## config.mk

```make
export PLATFORM = sky130hd
export DESIGN_NAME = mem_access_ctrl
export DESIGN_NICKNAME = d
export VERILOG_FILES = /design/src/rtl/mem_ctrl_pkg.sv /design/src/rtl/lat_counter.sv /design/src/rtl/mem_access_ctrl.sv
export SDC_FILE = /design/constraint.sdc
export NUM_CORES = 1
export LEC_CHECK = 0
export BUFFER_PORTS_ARGS = -buffer_cell sky130_fd_sc_hd__buf_4
export CORE_MARGIN = 1.5
export CORE_UTILIZATION = 45
export CTS_CLUSTER_SIZE = 30
export DETAILED_ROUTE_END_ITERATION = 12
export PLACE_DENSITY = 0.77
export SYNTH_ARGS = -nofsm -noshare
export SYNTH_HDL_FRONTEND = slang
export SYNTH_SLANG_ARGS = --single-unit
```

## constraint.sdc

```tcl
create_clock -name clock -period 3.1 [get_ports clock]
set_input_delay 0.62 -clock clock [delete_from_list [all_inputs] [get_ports clock]]
set_output_delay 0.62 -clock clock [all_outputs]
set_load 0.005 [all_outputs]
```

## src/rtl/mem_ctrl_pkg.sv

```systemverilog
// rtl/mem_ctrl_pkg.sv - shared constants and state encoding for the MAR/MDDR memory access path
package mem_ctrl_pkg;

    localparam int DEF_DATA_W = 16;
    localparam int DEF_ADDR_W = 16;

    localparam logic OP_LOAD  = 1'b0;
    localparam logic OP_STORE = 1'b1;

    typedef enum logic [1:0] {
        IDLE   = 2'd0,
        SETUP  = 2'd1,
        ACCESS = 2'd2,
        DONE   = 2'd3
    } state_t;

endpackage

```

## src/rtl/lat_counter.sv

```systemverilog
// rtl/lat_counter.sv - loadable down-counter timing the memory strobe window
module lat_counter #(
    parameter int CNT_W = 4
) (
    input  logic             clk_i,
    input  logic             rst_i,
    input  logic             load_i,
    input  logic             en_i,
    input  logic [CNT_W-1:0] load_val_i,
    output logic             zero_o
);

    logic [CNT_W-1:0] cnt_q;

    // Saturates at zero so a stray enable can never wrap into a long wait.
    always_ff @(posedge clk_i or posedge rst_i) begin
        if (rst_i) begin
            cnt_q <= '0;
        end else if (load_i) begin
            cnt_q <= load_val_i;
        end else if (en_i && (cnt_q != '0)) begin
            cnt_q <= cnt_q - CNT_W'(1);
        end
    end

    assign zero_o = (cnt_q == '0);

endmodule

```

## src/rtl/mem_access_ctrl.sv

```systemverilog
// rtl/mem_access_ctrl.sv - single-word load/store sequencer between control unit and data memory
module mem_access_ctrl
    import mem_ctrl_pkg::*;
#(
    parameter int DATA_W  = DEF_DATA_W,
    parameter int ADDR_W  = DEF_ADDR_W,
    parameter int MEM_LAT = 2,
    parameter int CNT_W   = 4
) (
    input  logic              clock,
    input  logic              reset,
    input  logic              req_valid,
    input  logic              req_write,
    input  logic [ADDR_W-1:0] req_addr,
    input  logic [DATA_W-1:0] req_wdata,
    output logic              req_ready,
    output logic              busy,
    output logic              done,
    output logic [DATA_W-1:0] rdata_out,
    output logic [ADDR_W-1:0] mem_addr,
    output logic [DATA_W-1:0] mem_wdata,
    output logic              mem_re,
    output logic              mem_we,
    input  logic [DATA_W-1:0] mem_rdata
);

    localparam bit               LAT_OK   = (MEM_LAT >= 1) && (MEM_LAT < (1 << CNT_W));
    localparam logic [CNT_W-1:0] LOAD_VAL = CNT_W'(MEM_LAT - 1);

    state_t            state_q;
    logic              op_q;
    logic [ADDR_W-1:0] mem_addr_q;
    logic [DATA_W-1:0] mem_wdata_q;
    logic [DATA_W-1:0] rdata_q;
    logic              mem_re_q;
    logic              mem_we_q;
    logic              done_q;

    logic cnt_load;
    logic cnt_en;
    logic cnt_zero;

    assign cnt_load = (state_q == SETUP);
    assign cnt_en   = (state_q == ACCESS);

    lat_counter #(
        .CNT_W (CNT_W)
    ) u_lat_counter (
        .clk_i      (clock),
        .rst_i      (reset),
        .load_i     (cnt_load),
        .en_i       (cnt_en),
        .load_val_i (LOAD_VAL),
        .zero_o     (cnt_zero)
    );

    always_ff @(posedge clock or posedge reset) begin
        if (reset) begin
            state_q     <= IDLE;
            op_q        <= OP_LOAD;
            mem_addr_q  <= '0;
            mem_wdata_q <= '0;
            rdata_q     <= '0;
            mem_re_q    <= 1'b0;
            mem_we_q    <= 1'b0;
            done_q      <= 1'b0;
        end else begin
            done_q <= 1'b0;
            case (state_q)
                IDLE: begin
                    if (req_valid) begin
                        mem_addr_q <= req_addr;
                        op_q       <= req_write;
                        if (req_write == OP_STORE) begin
                            mem_wdata_q <= req_wdata;
                        end
                        state_q <= SETUP;
                    end
                end
                SETUP: begin
                    // Strobes rise together with the ACCESS state so they stay registered.
                    mem_re_q <= (op_q == OP_LOAD);
                    mem_we_q <= (op_q == OP_STORE);
                    state_q  <= ACCESS;
                end
                ACCESS: begin
                    if (cnt_zero) begin
                        if (op_q == OP_LOAD) begin
                            rdata_q <= mem_rdata;
                        end
                        mem_re_q <= 1'b0;
                        mem_we_q <= 1'b0;
                        done_q   <= 1'b1;
                        state_q  <= DONE;
                    end
                end
                DONE: begin
                    state_q <= IDLE;
                end
                default: begin
                    state_q <= IDLE;
                end
            endcase
        end
    end

    assign req_ready = (state_q == IDLE);
    assign busy      = ~req_ready;
    assign done      = done_q;
    assign rdata_out = rdata_q;
    assign mem_addr  = mem_addr_q;
    assign mem_wdata = mem_wdata_q;
    assign mem_re    = mem_re_q;
    assign mem_we    = mem_we_q;

    always_ff @(posedge clock) begin
        if (!reset) begin
            a_lat_legal: assert (LAT_OK)
                else $error("mem_access_ctrl: MEM_LAT %0d illegal for CNT_W %0d", MEM_LAT, CNT_W);
            a_strobe_excl: assert (!(mem_re_q && mem_we_q));
            a_strobe_window: assert ((!mem_re_q && !mem_we_q) || (state_q == ACCESS));
        end
    end

endmodule

```

======== Word level (Yosys, flattened, before mapping) ========
Cells that the tools add are included.
W data, S select, Z words.
cells by class
  $add $sub $neg .......................... 1
  equal/unequal tests ..................... 5
  multiplexer cells ....................... 10
  bitwise logic cells ..................... 2
  reductions and logical operators ........ 11
operators by type and width
  cell                   number
  $mux W4                2
  $pmux W2 S4            1
  $reduce_and A2 Y1      3
  $reduce_and A3 Y1      2
  $eq A2 B2 Y1 const B   2
  $logic_not A4 Y1       1
  $mux W2                2
  $ne A2 B2 Y1 const B   2
  $pmux W1 S2            2
  $reduce_bool A2 Y1     2
  $reduce_bool A4 Y1     1
  $sub A4 B1 Y4 const B  1
  $mux W1                3
  $eq A2 B1 Y1 const B   1
  $logic_not A2 Y1       1
  $not A1 Y1             2
  $logic_and A1 B1 Y1    1
storage, ports and cells
  flip-flop bits (word level) ............. 58
  input bits .............................. 52
  output and inout bits ................... 53
  word-level logic and storage cells ...... 38

======== Logic depth before layout (Yosys ltp) ========
Gate-level depths: netlist of the first run.
  word-level depth ........................ 4
  depth in mapped cells ................... 8
  mapped depth without buffers ............ 5

======== Cells and area by module ========
A second synthesis of the first run with hierarchy kept.
second synthesis, totals
  cell total of the unflattened synthesis .. 161
  area total of the unflattened synthesis .. 2444.8 um2
modules (own cells, without submodules)
  module           times used  cells an instance  area an instance (um2)  seq. area each (um2)
  mem_access_ctrl  1           133                2183.3                  1351.3
  lat_counter      1           28                 261.5                   100.1

======== Worst setup path before layout of the first run ========
No wires, ideal clock.
  path kind ............................... flip-flop to flip-flop
  from .................................... register state_q[0]
  to ...................................... register rdata_q[0], in the netlist rdata_out[0]
  setup time .............................. 125 ps
  arrival time ............................ 1643 ps
  required time ........................... 2975 ps
  path slack .............................. 1332 ps
  cell stages (with the launch flop) ...... 9
  buffers on the path ..................... 3
  period minus slack after synthesis ...... 1768 ps
  path through ............................ dfrtp_1 > inv_1 > ha_1 > buf_6 > and4bb_4 > nor2b_4 > buf_6 > buf_12 > mux2_4
on the way
  longest elaborated chain between the ends .. 2
ends and longest elaborated chain
  element                      line                   text
  start, declared              mem_access_ctrl.sv:30  state_t state_q;
  start signal, assigned       mem_access_ctrl.sv:59  state_q <= IDLE;
  start signal, assigned       mem_access_ctrl.sv:77  state_q <= SETUP;
  start signal, assigned       mem_access_ctrl.sv:84  state_q <= ACCESS;
  $eq A2 B2 Y1                 mem_access_ctrl.sv:69  case (state_q)
  $reduce_and A3 Y1 (no line)  n/a
  end signal, assigned         mem_access_ctrl.sv:89  rdata_q <= mem_rdata;
  end, declared                mem_access_ctrl.sv:34  logic [DATA_W-1:0] rdata_q;
Every way passes these cells.
A chain may end at the register's enable or synchronous reset.

======== Worst setup path in the final report of the first run ========
  from .................................... register state_q[0]
  to ...................................... register rdata_q[10], in the netlist rdata_out[10]
The elaborated chain is that of the path after synthesis.

==> run summary, run 1 <==
status: completed
post-DR wirelength/cell: 14.22 microns
Final ANT Viol Nets: 0
CTS tree: built
I/O pins: 105
post-synthesis cell area: 2380 sq um
Post-CTS Hold Buffers: 0
CP max stage cell: nor2b_4
grt ovf: 0
drt total wl: 4808 microns
net switching power: 0.9616 mW
Root Driver: clkbuf_8
Slew @ Worst Pin: 0.8172 ns
first-pass GRT wire length: 7176 microns
Die X: 75.72 microns
Die Y: 75.72 microns
setup repair bufs after CTS: 0
Syn. warnings: 0
Worst-Skew Late Latency: 0.32 ns
Nets: 322
Num Clock Sinks: 58
layout cells sized above 1: 65.30%
RePlAce Congestion: 0.7728
Max Cap Viol: 0
fmax: 471.0 MHz
synthesized area per cell: 15.45 sq um
number of global-route vias before repair: 1519
unrepaired setup endpoints after global routing: false
P per Cell Area: 979.0 nW/um^2
#FFs+latches synth: 58
number of port buffers: 104
Seq pwr share: 40.9%
first-pass iteration count of the detailed router: 6
Design Area, Final: 3366 sq um
Initial Util: 46.59%
CTS clk-pin slew, worst paths: 0.06 ns
final period utilization: 68.49%
kind of critical path: reg -> reg
placed cell count: 324
syn nets: 211
Vias/cell: 4.781
sum of negative setup slack: 0 ns
DP Area: 3207 sq um
most frequent cells in the layout: buf_4, dfrtp_1, mux2_2
Setup crit end kind: flip-flop
total track usage: 17.52%
Rel. slew slack: 45.36%
Gate Count Post-Synth: 154
final std cells w/o fill: 338
maximum vdd drop: 0.5418 mV
CP required: 3.31 ns
CTS Buffer Depth: 2
Crit path largest cell delay: 0.50 ns
Die ar.: 5734 sq um
Max Transition Viols Final: 0
leakage power: 1.661 nW
internal power: 2.333 mW
# resized after CTS: 0
Post-synth EDFFs: 0
FP Rows: 26
Clock Power Share: 17.3%
Yosys cell types: 28
DP HPWL: 3604 microns
sequential cell area fraction in the yosys report: 60.99%
ANT cells: 0
DR vias: 1616
CP cell instances: inv_1 > ha_1 > and4bb_4 > nor2b_4 > mux2_2
Comb power frac: 41.8%
ys flop type: dfrtp_1
Fin. Hold Viols: 0
Crit path arrival time: 2.33 ns
setup violators final: 0
H-tree depth: 3
largest net degree at the start of global routing: 38
crit start category: flip-flop
# fillers: 384
crit path max fanout: 16
worst hold path type: in -> async
antenna violations before repair: 0
Tmin final: 2.123 ns
DRT iter0 DRCs: 55
Sw Ratio: 29.18%
share of flip-flops with an asynchronous set or reset: 100.0%
core area: 5107 sq um
synth-to-layout area growth: 41.43%
CTS Buf Count: 9
DRC errors left: 0
most common cell after layout, fill and taps aside: buf_4
Worst Clk Skew: 0.01043 ns
==> metal layers <==
layer	GRT usage (%)	share of wire (%)	vias to the layer above
met3	7.937	6.8	8
met2	28.17	50	57
met4	5.754	1.1	0
li1	-	-	757
met5	0	0	-
met1	21.11	42	794
==> power groups by stage <==
stage | registers (mW) | clock network, mW | logic [mW]
after floorplan | 1.36 | 0 | 0.700
after global placement | 1.34 | 0 | 1.37
after detailed placement | 1.35 | 0 | 1.40
after CTS | 1.35 | 0.587 | 1.40
after global routing | 1.39 | 0.618 | 1.50
final | 1.35 | 0.570 | 1.38
==> path summary, 6_finish.rpt <==
| path | end | from | slack (ns) | depth (start not counted) |
|---|---|---|---|---|
| max | rdata_out[10]$_DFFE_PP0P_ | state_q[0]$_DFFE_PP0P_ | 0.98 | 5 |
| min | rdata_out[5]$_DFFE_PP0P_ | reset | 0.44 | 2 |
| max reg2reg | rdata_out[10]$_DFFE_PP0P_ | state_q[0]$_DFFE_PP0P_ | 0.98 | 5 |
| min reg2reg | mem_wdata[8]$_DFFE_PP0P_ | mem_wdata[8]$_DFFE_PP0P_ | 0.51 | 1 |
| max in group asynchronous | mem_addr[12]$_DFFE_PP0P_ | reset | 1.97 | 3 |
| min in group clock | mem_wdata[8]$_DFFE_PP0P_ | mem_wdata[8]$_DFFE_PP0P_ | 0.51 | 1 |
==> layout make-up <==
type,count,area [sq um],area share [%]
well taps,70,87.58,2.602
flip-flops and latches,58,1451,43.12
inverters,8,30.03,0.8922
clock buffers,11,141.4,4.201
clock inverters,3,17.52,0.5204
repair buffers,106,795.8,23.64
multi-input cells,82,842.1,25.02
==> worst max-delay path: cells and delay by family (launching register included) <==
kind | cells | cell delay, ns
and+or+nand+nor | 2 | 0.80
buffers and inverters | 1 | 0.08
muxes | 1 | 0.40
DFF | 1 | 0.40
adders and majority gates | 1 | 0.32
==> kinds of logic after synthesis <==
family	synth area share (%)
multiplexers	24.76
AO/OA/AOI/OAI	3.680
AND/OR/NAND/NOR	4.311
buffers and inverters	3.628
adder cells (fa/ha/maj)	2.629
flip-flops	60.99
==> registers in the layout (all words and copies together) (netlist names) <==
| register | flops |
|---|---|
| u_lat_counter.cnt_q | 4 |
| state_q | 2 |
| done | 1 |
| mem_wdata | 16 |
| mem_re | 1 |
| op_q | 1 |
| mem_addr | 16 |
| mem_we | 1 |
| rdata_out | 16 |
==> metrics by stage <==
| step | power (mW) | setup slack, ns | util, % | hold slack (ns) |
|---|---|---|---|---|
| floorplan | 2.059 | 1.052 | - | 0.4930 |
| global placement | 2.711 | 1.011 | 62.79 | 0.4890 |
| detailed placement | 2.755 | 0.9850 | 62.79 | 0.4949 |
| CTS | 3.334 | 0.9733 | 65.90 | 0.4693 |
| global route | 3.515 | 0.8546 | 65.90 | 0.5091 |
| finish | 3.295 | 0.9767 | 65.90 | 0.4449 |
==> Yosys cell counts (2+ instances only) <==
cell type  number  share of area [%]
ha_1            5                2.6
a21oi_1         3               0.63
dfrtp_1        58                 61
buf_2           2               0.42
mux2_2         39                 18
nor2_1          3               0.47
buf_6           2               0.95
inv_1           8                1.3
a211oi_1        2               0.63
nand2_1         5               0.79
mux2_4         10                6.3
Power figures use the tool's default switching activity.
==> run 2: changes to the inputs <==
- clock period: 3.1 -> 2.2 ns (I/O delays scaled with it)
==> run summary, run 2 (synthesis gave the netlist of run 1 again) <==
Critical path origin: u_lat_counter.cnt_q[0]$_DFFE_PP0P_
Fin. Hold Viols: 0 (unchanged)
core area: 5107 sq um (unchanged)
Vias/cell: 4.848 (+1.4%)
Post-CTS Hold Buffers: 0 (unchanged)
post-DR wirelength/cell: 14.65 microns (+3.0%)
DRT iter0 DRCs: 38 (-31%)
Nets: 325 (+0.93%)
final period utilization: 84.37% (+16 points)
setup repair bufs after CTS: 0 (unchanged)
CTS tree: built
Initial Util: 46.59% (unchanged)
status: completed
Die Y: 75.72 microns (unchanged)
sum of negative setup slack: 0 ns (unchanged)
Worst-Skew Late Latency: 0.33 ns (about the same)
Worst path depth: 5 (unchanged)
CTS Buffer Depth: 2 (unchanged)
total track usage: 18.67% (+1.1 points)
FF-to-FF path depth: 5 (unchanged)
Crit path largest cell delay: 0.44 ns (-0.06 ns)
number of global-route vias before repair: 1683 (+11%)
Rel. slew slack: 61.60% (+16 points)
Root Driver: clkbuf_8
Worst Clk Skew: 0.004355 ns (-0.006077 ns)
# fillers: 378 (-1.6%)
hold slack: 0.1726 ns (-0.2723 ns)
Crit path arrival time: 2.07 ns (-0.26 ns)
Max Transition Viols Final: 0 (unchanged)
CP required: 2.41 ns (-0.90 ns)
unrepaired setup endpoints after global routing: false
fmax: 538.8 MHz (+14%)
FF-to-FF Start: u_lat_counter.cnt_q[0]$_DFFE_PP0P_
crit start category: flip-flop
Tmin final: 1.856 ns (-0.2672 ns)
DP HPWL: 3715 microns (+3.1%)
grt ovf: 0 (unchanged)
setup slack after layout: 0.3439 ns (-0.6328 ns)
largest net degree at the start of global routing: 33 (-13%)
layout cells sized above 1: 66.30% (+1.0 points)
CP cell instances: inv_1 > ha_1 > or3b_1 > a2bb2oi_1 > mux2_2
setup slack, reg-to-reg: 0.34 ns (-0.63 ns)
buffer and inverter count on the worst path: 1 (unchanged)
CTS clk-pin slew, worst paths: 0.07 ns (about the same)
Num Clock Sinks: 58 (unchanged)
kind of critical path: reg -> reg
FP Rows: 26 (unchanged)
I/O pins: 105 (unchanged)
CTS Buf Count: 9 (unchanged)
crit path max fanout: 5 (-11)
setup violators final: 0 (unchanged)
Die ar.: 5734 sq um (unchanged)
leakage power: 1.707 nW (+2.8%)
Die X: 75.72 microns (unchanged)
pre-CTS WS: 0.3665 ns (-0.6185 ns)
Setup crit end: state_q[1]$_DFFE_PP0P_
P per Cell Area: 1413 nW/um^2 (+44%)
most frequent cells in the layout: buf_4, dfrtp_1, mux2_2
Final ANT Viol Nets: 0 (unchanged)
ANT cells: 0 (unchanged)
drt total wl: 5025 microns (+4.5%)
RePlAce Congestion: 0.7429 (-3.9%)
synth-to-layout area growth: 45.32%
DR vias: 1663 (+2.9%)
DRC errors left: 0 (unchanged)
Setup crit end kind: flip-flop
H-tree depth: 3 (unchanged)
r2r endpoint: state_q[1]$_DFFE_PP0P_
critical path's top delay family: simple AND/OR/NAND/NOR gates
Slew @ Worst Pin: 0.5751 ns (-0.2421 ns)
final std cells w/o fill: 343 (+1.5%)
CP max stage cell: or3b_1
most common cell after layout, fill and taps aside: buf_4
first-pass GRT wire length: 7679 microns (+7.0%)
maximum vdd drop: 0.6952 mV (+28%)
placed cell count: 327 (+0.93%)
antenna violations before repair: 0 (unchanged)
first-pass iteration count of the detailed router: 4 (-2)
worst hold path type: in -> async
# resized after CTS: 0 (unchanged)
Max Cap Viol: 0 (unchanged)
number of port buffers: 104 (unchanged)
## run 2: cell count changes in the layout (fill, tap and decap cells not counted)
cell | before | now
clkbuf_8 | 10 | 11
buf_4 | 106 | 107
bufinv_16 | 0 | 1
clkinv_2 | 2 | 3
clkbuf_1 | 1 | 0
buf_12 | 0 | 2
## run 2: area by class of cell
class | instances | area [sq um] | area share, %
inverter | 8 | 30.03 | 0.8683
clock inverter | 5 | 52.55 | 1.520
sequential | 58 | 1451 | 41.97
timing repair buffer | 109 | 843.3 | 24.38
clock buffer | 11 | 151.4 | 4.378
tap | 70 | 87.58 | 2.533
multi-input combinational | 82 | 842.1 | 24.35
## run 2: worst min path at each step
stage | start | to | cells after the start | slack, ns
finish | reset | mem_addr[12]$_DFFE_PP0P_ | 2 | 0.17
global route | reset | mem_addr[12]$_DFFE_PP0P_ | 2 | 0.21
CTS | reset | mem_addr[12]$_DFFE_PP0P_ | 2 | 0.19
detailed placement | rdata_out[6]$_DFFE_PP0P_ | rdata_out[6]$_DFFE_PP0P_ | 1 | 0.49
global placement | mem_wdata[5]$_DFFE_PP0P_ | mem_wdata[5]$_DFFE_PP0P_ | 1 | 0.49
floorplan | state_q[0]$_DFFE_PP0P_ | state_q[0]$_DFFE_PP0P_ | 1 | 0.49
## run 2: per-layer routing
| metal | GRT usage (%) | up-vias | wire length [microns] | part of all wire (%) |
|---|---|---|---|---|
| li1 | - | 768 | - | - |
| met1 | 20.64 | 820 | 1952 | 39 |
| met2 | 31.19 | 62 | 2663 | 53 |
| met3 | 7.937 | 13 | 281 | 5.6 |
| met4 | 8.730 | 0 | 129 | 2.6 |
| met5 | 0 | - | 0 | 0 |
## run 2: report_power, final
group | switching, mW | leakage (nW) | internal (mW)
Combinational | 0.704 | 0.901 | 1.30
Clock | 0.409 | 0.105 | 0.578
Sequential | 0.298 | 0.701 | 1.60
## run 2: per-stage QoR
step | total power [mW] | utilization (%) | area [sq um]
5_1_grt | 5.201 | 67.71 | 3458
3_3_place_gp | 3.855 | 63.72 | 3254
4_1_cts | 4.953 | 67.71 | 3458
6_report | 4.886 | 67.71 | 3458
2_1_floorplan | 2.901 | - | 2380
3_5_place_dp | 3.937 | 63.72 | 3254
## run 2: worst register-to-register path, stage by stage, from the launching register on
cell and delay [ns]:
dfrtp_1 0.40, inv_1 0.10, ha_1 0.20, or3b_1 0.44, a2bb2oi_1 0.25, mux2_2 0.36
